File: src/rtl/regfile_pkg.sv
// Shared types and constants for the LEGv8 register-file write-port controller.
// The round-robin pick rule lives here so the arbiter stays a thin register wrapper.
package regfile_pkg;

  typedef enum logic {
    INIT = 1'b0,
    RUN  = 1'b1
  } wctrl_state_t;

  localparam int         REG_CNT   = 32;
  localparam int         IDX_W     = $clog2(REG_CNT);
  localparam logic [4:0] ZR_IDX    = 5'd31;
  localparam logic [4:0] INIT_LAST = 5'd30;

  // One-hot grant from two valids; on contention the requester that did not win last time goes.
  function automatic logic [1:0] rr_pick(input logic [1:0] valid, input logic last);
    logic [1:0] grant;
    grant = 2'b00;
    case (valid)
      2'b01:   grant = 2'b01;
      2'b10:   grant = 2'b10;
      2'b11:   grant = last ? 2'b01 : 2'b10;
      default: grant = 2'b00;
    endcase
    return grant;
  endfunction

endpackage

File: src/rtl/regfile_wr_ctrl_rr_arb2.sv
// Two-input round-robin arbiter: valid in, one-hot grant out.
// The last-winner register resets to 1 so requester 0 wins the first contest.
module rr_arb2
  import regfile_pkg::*;
(
  input  logic       clk,
  input  logic       reset,
  input  logic [1:0] valid,
  output logic [1:0] grant
);

  logic last_r;
  logic [1:0] grant_s;

  // Combinational pick from the current valids and last winner.
  always_comb begin
    grant_s = rr_pick(valid, last_r);
  end

  assign grant = grant_s;

  // Remember the index of the most recent winner.
  always_ff @(posedge clk) begin
    if (reset) begin
      last_r <= 1'b1;
    end else if (|grant_s) begin
      last_r <= grant_s[1];
    end else begin
      last_r <= last_r;
    end
  end

endmodule

File: src/rtl/regfile_wr_ctrl.sv
// Write-port controller for the 32x64 register file: post-reset init sweep (xi = i),
// then round-robin arbitration of two writeback requesters onto a registered write port.
module regfile_wr_ctrl
  import regfile_pkg::*;
#(
  parameter int         N  = 64,
  parameter logic [4:0] ZR = ZR_IDX
) (
  input  logic         clk,
  input  logic         reset,
  input  logic         v0_i,
  input  logic [4:0]   a0_i,
  input  logic [N-1:0] d0_i,
  output logic         r0_o,
  input  logic         v1_i,
  input  logic [4:0]   a1_i,
  input  logic [N-1:0] d1_i,
  output logic         r1_o,
  output logic         we3,
  output logic [4:0]   wa3,
  output logic [N-1:0] wd3,
  output logic         init_done
);

  wctrl_state_t     state_r;
  wctrl_state_t     state_nxt_s;
  logic [IDX_W-1:0] idx_r;
  logic             init_done_r;
  logic             grant_en_s;
  logic [1:0]       valid_s;
  logic [1:0]       grant_s;
  logic [4:0]       sel_addr_s;
  logic [N-1:0]     sel_data_s;

  // Grants open only once init_done is visible, and never while reset is asserted,
  // so nothing is acknowledged that the reset edge would throw away.
  assign grant_en_s = (state_r == RUN) && init_done_r && !reset;
  assign valid_s    = {v1_i, v0_i} & {2{grant_en_s}};

  rr_arb2 u_arb (
    .clk   (clk),
    .reset (reset),
    .valid (valid_s),
    .grant (grant_s)
  );

  assign r0_o      = grant_s[0];
  assign r1_o      = grant_s[1];
  assign init_done = init_done_r;

  // Mux the granted requester's address and data.
  always_comb begin
    sel_addr_s = a0_i;
    sel_data_s = d0_i;
    if (grant_s[1]) begin
      sel_addr_s = a1_i;
      sel_data_s = d1_i;
    end else begin
      sel_addr_s = a0_i;
      sel_data_s = d0_i;
    end
  end

  // Next-state: leave INIT after the sweep presents the last register.
  always_comb begin
    state_nxt_s = state_r;
    case (state_r)
      INIT: begin
        if (idx_r == INIT_LAST) begin
          state_nxt_s = RUN;
        end else begin
          state_nxt_s = INIT;
        end
      end
      RUN:     state_nxt_s = RUN;
      default: state_nxt_s = INIT;
    endcase
  end

  // State register.
  always_ff @(posedge clk) begin
    if (reset) begin
      state_r <= INIT;
    end else begin
      state_r <= state_nxt_s;
    end
  end

  // Sweep counter advances only while initialising.
  always_ff @(posedge clk) begin
    if (reset) begin
      idx_r <= {IDX_W{1'b0}};
    end else if (state_r == INIT) begin
      idx_r <= idx_r + {{(IDX_W-1){1'b0}}, 1'b1};
    end else begin
      idx_r <= idx_r;
    end
  end

  // init_done trails the RUN transition by one cycle, so the x30 sweep write is
  // presented before any requester can be granted.
  always_ff @(posedge clk) begin
    if (reset) begin
      init_done_r <= 1'b0;
    end else if (state_r == RUN) begin
      init_done_r <= 1'b1;
    end else begin
      init_done_r <= init_done_r;
    end
  end

  // Registered write port; XZR writes are accepted but never enabled.
  always_ff @(posedge clk) begin
    if (reset) begin
      we3 <= 1'b0;
      wa3 <= 5'd0;
      wd3 <= {N{1'b0}};
    end else begin
      case (state_r)
        INIT: begin
          we3 <= 1'b1;
          wa3 <= idx_r;
          wd3 <= N'(idx_r);
        end
        RUN: begin
          if (|grant_s) begin
            we3 <= (sel_addr_s != ZR);
            wa3 <= sel_addr_s;
            wd3 <= sel_data_s;
          end else begin
            we3 <= 1'b0;
            wa3 <= wa3;
            wd3 <= wd3;
          end
        end
        default: begin
          we3 <= 1'b0;
          wa3 <= wa3;
          wd3 <= wd3;
        end
      endcase
    end
  end

endmodule

File: config.mk
export PLATFORM = sky130hd
export DESIGN_NAME = regfile_wr_ctrl
export DESIGN_NICKNAME = d
export VERILOG_FILES = /design/src/rtl/regfile_pkg.sv /design/src/rtl/regfile_wr_ctrl_rr_arb2.sv /design/src/rtl/regfile_wr_ctrl.sv
export SDC_FILE = /design/constraint.sdc
export NUM_CORES = 1
export LEC_CHECK = 0
export BUFFER_PORTS_ARGS = -buffer_cell sky130_fd_sc_hd__buf_4
export CORE_UTILIZATION = 35
export CTS_BUF_LIST = sky130_fd_sc_hd__clkbuf_4
export CTS_CLUSTER_SIZE = 12
export DETAILED_ROUTE_END_ITERATION = 8
export GPL_ROUTABILITY_DRIVEN = 0
export GPL_TIMING_DRIVEN = 0
export PLACE_DENSITY_LB_ADDON = 0.3
export REMOVE_ABC_BUFFERS = 1
export SLEW_MARGIN = 30
export SYNTH_ARGS = -nofsm -noshare
export SYNTH_HDL_FRONTEND = slang
export SYNTH_HIERARCHICAL = 1
export SYNTH_SLANG_ARGS = --single-unit
File: constraint.sdc
create_clock -name clk -period 2.6 [get_ports clk]
set_input_delay 0.39 -clock clk [delete_from_list [all_inputs] [get_ports clk]]
set_output_delay 0.39 -clock clk [all_outputs]
set_load 0.02 [all_outputs]
Word level (Yosys, flattened, before mapping)

Index checks and enable logic that the tools add are counted.

Word-level logic and storage cells: 32
Register bits after elaboration: 78
Output and inout bits: 73

Reductions and logical operators: 4
Multiplexer cells: 12
Bitwise operators: 2
Equality and inequality tests: 6
$add $sub $neg: 1

Operator list:

| cell                  | number |
|---|---|
| $mux W64              | 2 |
| $pmux W64 S2          | 1 |
| $mux W5               | 2 |
| $pmux W5 S2           | 1 |
| $pmux W2 S3           | 1 |
| $add A5 B1 Y5 const B | 1 |
| $eq A5 B5 Y1 const B  | 1 |
| $ne A5 B5 Y1 const B  | 1 |
| $eq A2 B2 Y1 const B  | 2 |
| $pmux W1 S2           | 2 |
| $and A2 B2 Y2         | 1 |
| $eq A2 B1 Y1 const B  | 1 |
| $logic_and A1 B1 Y1   | 2 |
| $mux W1               | 2 |
| $mux W2               | 1 |
| $ne A2 B1 Y1 const B  | 1 |
| $reduce_or A2 Y1      | 1 |
| $logic_not A1 Y1      | 1 |
| $not A1 Y1            | 1 |

Longest topological paths before layout

Depth after elaboration: 9
Mapped depth: 10
Mapped depth without buffers: 6

Cells and area by module

The synthesis kept the hierarchy.

Modules (own cells, without submodules):

| module          | cells each | instances | seq. area each (sq um) | area each (sq um) |
|---|---|---|---|---|
| regfile_wr_ctrl | 363        | 1         | 1541.5                 | 3757.4 |
| rr_arb2         | 6          | 1         | 20.0                   | 53.8 |

Least setup slack after synthesis

No wires, ideal clock.

Kind: register to register
Start: reg state_r
End: reg wd3[10]
Arrival: 2.516 ns
Period minus slack after synthesis: 2.644 ns
Setup time: 0.128 ns
Cell stages (with the launch flop): 10
Path buffers: 4
Slack: -0.044 ns
Cell sequence: dfxtp_1 buf_4 buf_2 nor2b_1 and3_1 a21boi_0 buf_4 buf_4 mux2i_1 nor2_1

Word-level cells in the longest chain between the ends: 8
Elaborated cells between the ends (all ways): 13
Those cells by class: eq/ne (4); mux (4); bitwise (2); reduce/logical (3)

RTL lines:

| item                                                | line                   | text |
|---|---|---|
| start: declaration                                  | regfile_wr_ctrl.sv:25  | `wctrl_state_t state_r;` |
| start signal: assignment                            | regfile_wr_ctrl.sv:85  | `state_r <= state_nxt_s;` |
| $logic_and A1 B1 Y1 (*) (2 in a row)                | regfile_wr_ctrl.sv:37  | `assign grant_en_s = (state_r == RUN) && init_done_r && !reset;` |
| $and A2 B2 Y2 (*)                                   | regfile_wr_ctrl.sv:38  | `assign valid_s = {v1_i, v0_i} & {2{grant_en_s}};` |
| net valid_s[1]                                      | regfile_wr_ctrl.sv:30  | `logic [1:0] valid_s;` |
| $eq A2 B2 Y1 / $eq A2 B1 Y1 (equally long branches) | regfile_pkg.sv:19      | `case (valid)` |
| $pmux W2 S3 (*)                                     | regfile_pkg.sv:19      |  |
| net r1_o                                            | regfile_wr_ctrl.sv:18  | `output logic r1_o,` |
| $mux W64                                            | regfile_wr_ctrl.sv:55  | `if (grant_s[1]) begin` |
| $mux W64                                            | regfile_wr_ctrl.sv:126 | `if (\|grant_s) begin` |
| $pmux W64 S2                                        | regfile_wr_ctrl.sv:119 | `case (state_r)` |
| end signal: assignment                              | regfile_wr_ctrl.sv:117 | `wd3 <= {N{1'b0}};` |
| end signal: assignment                              | regfile_wr_ctrl.sv:123 | `wd3 <= N'(idx_r);` |
| end signal: assignment                              | regfile_wr_ctrl.sv:129 | `wd3 <= sel_data_s;` |
| end: declaration                                    | regfile_wr_ctrl.sv:21  | `output logic [N-1:0] wd3,` |

The timed path passes the listed nets; every way through them passes the cells marked *. The select of a mux whose other input is x is not followed.
A chain may end at the register's enable or synchronous reset.

Worst setup path in the final report

Start: reg state_r
End: out r0_o

Word-level cells in the longest chain between the ends: 5
Elaborated cells between the ends (all ways): 7
Those cells by class: eq/ne (3); mux (1); bitwise (1); reduce/logical (2)

RTL lines:

| item                                                | line                  | text |
|---|---|---|
| $logic_and A1 B1 Y1 (*) (2 in a row)                | regfile_wr_ctrl.sv:37 |  |
| $and A2 B2 Y2 (*)                                   | regfile_wr_ctrl.sv:38 |  |
| net valid_s[0]                                      | regfile_wr_ctrl.sv:30 |  |
| $eq A2 B2 Y1 / $eq A2 B1 Y1 (equally long branches) | regfile_pkg.sv:19     |  |
| $pmux W2 S3 (*)                                     | regfile_pkg.sv:19     |  |
| end: declaration                                    | regfile_wr_ctrl.sv:14 | `output logic r0_o,` |

The timed path passes the listed nets; every way through them passes the cells marked *.

==> results_dict.tcl <==
set metrics [dict create \
    outcome "complete, no violations" \
    fmax_mhz 410 \
    slew_violations 0 \
    critPathLaunchType "register" \
    instances_no_fill 721 \
    area_growth_pct 54.6 \
    end_kind "output pin" \
    num_io_pins 215 \
    track_usage 0.186 \
    grt_setup_unrepaired "no" \
    placed_cells 701 \
    place_area_um2 5660 \
    dieArea_um2 11300 \
    io_buffer_count 214 \
    wl_per_cell_um 14.8 \
    die_h_um 106 \
    peakVddDrop_v 0.000265 \
    hpwlAfterDp_mm 8.14 \
    finalCritPeriodShare 0.937 \
    drive_gt1_frac 0.545 \
    grt_max_degree 55 \
    final_cell_mix "buf_4 (218), dfxtp_1 (77), nor2_1 (73)" \
    ys_warn_count 6 \
    clk_latency_ps 420 \
    cts_tree "done" \
    root_buffer "clkbuf_4" \
    fin_area_um2 5890 \
    clockBufferDepth 2 \
    drc 0 \
    synth_cells 369 \
    rows 37 \
    syn-cell-area_um2 3810 \
    clkTransAtPathRegs_ps 140 \
    viasPerCell 4.79 \
    hold_buffers 0 \
    power_density_nw_per_um2 396 \
    final-setup-viol-count 0 \
    drt_wl_total_mm 10.6 \
    nFillCells 954 \
    coreArea_um2 10500 \
    htree_levels 3 \
    ys_types 33 \
    hold_viol 0 \
    hold_class "in -> reg" \
    antenna_found_initial 0 \
    antenna_cells 0 \
    syn_avg_cell_area_um2 10.3 \
    critPathRequiredTime_ps 2210 \
    p_leak_nw 2.49 \
    crit_fanout 17 \
    cap_violations 0 \
    cts_buffers 9 \
    max_slew_margin 0.798 \
    layout.nets 725 \
    ant_nets 0 \
    finClkSkew_ps 15.5 \
    grt_pass1_wl_mm 16.7 \
    seq_area_frac_synth 0.410 \
    die_w_um 106 \
    synth_seq_cells 78 \
    fin_crit_ps 2440 \
    dr.pass1.iters 4 \
    critPathKind "reg -> out" \
    clock_sinks 78 \
    start_util 0.364 \
    overflow 0 \
    drt_iter0_markers 154 \
    vias 3451 \
    grt_pass1_vias 3582 \
    layout_commonest_cell "buf_4" \
    power_w 0.00233 \
    tightestPinTransition_ps 298 \
    arrival_ps 2050 \
]
==> cell usage after synthesis <==
cell	n	share of area
dfxtp_1	78	0.41
nor2_1	73	0.072
mux2i_1	67	0.18
mux2_2	59	0.17
buf_4	14	0.028
nand2_1	12	0.012
a21oi_2	8	0.018
a211o_1	7	0.016
buf_2	6	0.0079
clkbuf_1	5	0.0049
inv_1	5	0.0049
nor2b_1	4	0.0066
a21boi_0	2	0.0039
a21oi_1	2	0.0026
a31o_2	2	0.0046
and3_1	2	0.0033
buf_6	2	0.0059
ha_1	2	0.0066
nand3b_1	2	0.0039
nand4b_1	2	0.0046
xnor2_1	2	0.0046
xor2_1	2	0.0046
a2111oi_2	1	0.0039
a211oi_1	1	0.0020
a41oi_1	1	0.0023
buf_1	1	0.00098
nand2b_1	1	0.0016
nand3_1	1	0.0013
nor3b_4	1	0.0049
nor4b_1	1	0.0023
o211a_1	1	0.0026
o21a_1	1	0.0020
o21ai_1	1	0.0013
==> per-layer routing <==
metal,wire (µm),up-vias,GRT usage
met5,0,-,0
met4,148,0,0.0685
met3,925,12,0.0681
met2,5350,129,0.333
met1,4230,1614,0.199
li1,-,1696,-
==> cells by family (layout without fill, tap and decap cells) <==
| logic type | count (synthesis) | count (layout) | synth area share |
|---|---|---|---|
| DFF | 78 | 78 | 0.410 |
| buffers and inverters | 33 | 249 | 0.0522 |
| and+or+nand+nor | 99 | 99 | 0.112 |
| AOI/OAI and AO/OA | 27 | 27 | 0.0598 |
| adders and majority gates | 2 | 2 | 0.00656 |
| xor gates and xnor gates | 4 | 4 | 0.00919 |
| muxes | 126 | 126 | 0.350 |
==> cell type report <==
type	count	area, µm²	share of cell area
Inverter	5	18.8	0.00319
Timing Repair Buffer	229	1880	0.319
Clock buffer	10	75.1	0.0127
Sequential cell	78	1570	0.266
Multi-Input combinational cell	258	2080	0.353
Clock inverter	5	98.8	0.0168
Tap cell	136	170	0.0289
==> registers in the layout, summed over array words and instances, names as in the netlist <==
signal and flops:
wd3 64, idx_r 5, wa3 5, init_done 1
state_r 1, u_arb/last_r 1, we3 1
==> worst max-delay path: stages, from the launching register on <==
cell and delay, ps:
dfxtp_4 470, nor2b_1 190, and3_2 260, a21boi_4 330, buf_16 200, buf_4 160
==> worst paths after layout <==
kind,from,endpoint,slack (ps),cells past startpoint
worst max-delay path,state_r,r0_o,160,5
worst min-delay path,d1_i[9],wd3[9],190,3
worst max register to register,state_r,wd3[62],280,8
worst min register to register,wa3[1],wa3[1],480,2
==> repair_timing <==
item	CTS	global route
setup endpoints to repair	69	7
gates resized for setup	2	1
endpoints found under the hold margin	0	0
pin swaps	0	1
setup buffers	2	3
==> where the power goes <==
part | internal (W) | switching, W | total (W)
clock | 0.000489 | 0.000412 | 0.000901
combinational | 0.000158 | 0.0000618 | 0.000220
sequential | 0.00120 | 0.00000880 | 0.00121
==> stage by stage <==
step	util	setup slack (ps)	hold slack [ps]	setup TNS, ps
6_report	0.563	163	186	0
5_1_grt	0.563	21.0	162	0
4_1_cts	0.560	64.6	157	0
3_5_place_dp	0.541	-501	462	-20660
3_3_place_gp	0.517	-10900	458	-700070
2_1_floorplan	-	-7770	452	-515790
Note: power is estimated with default switching activity, not from simulation.
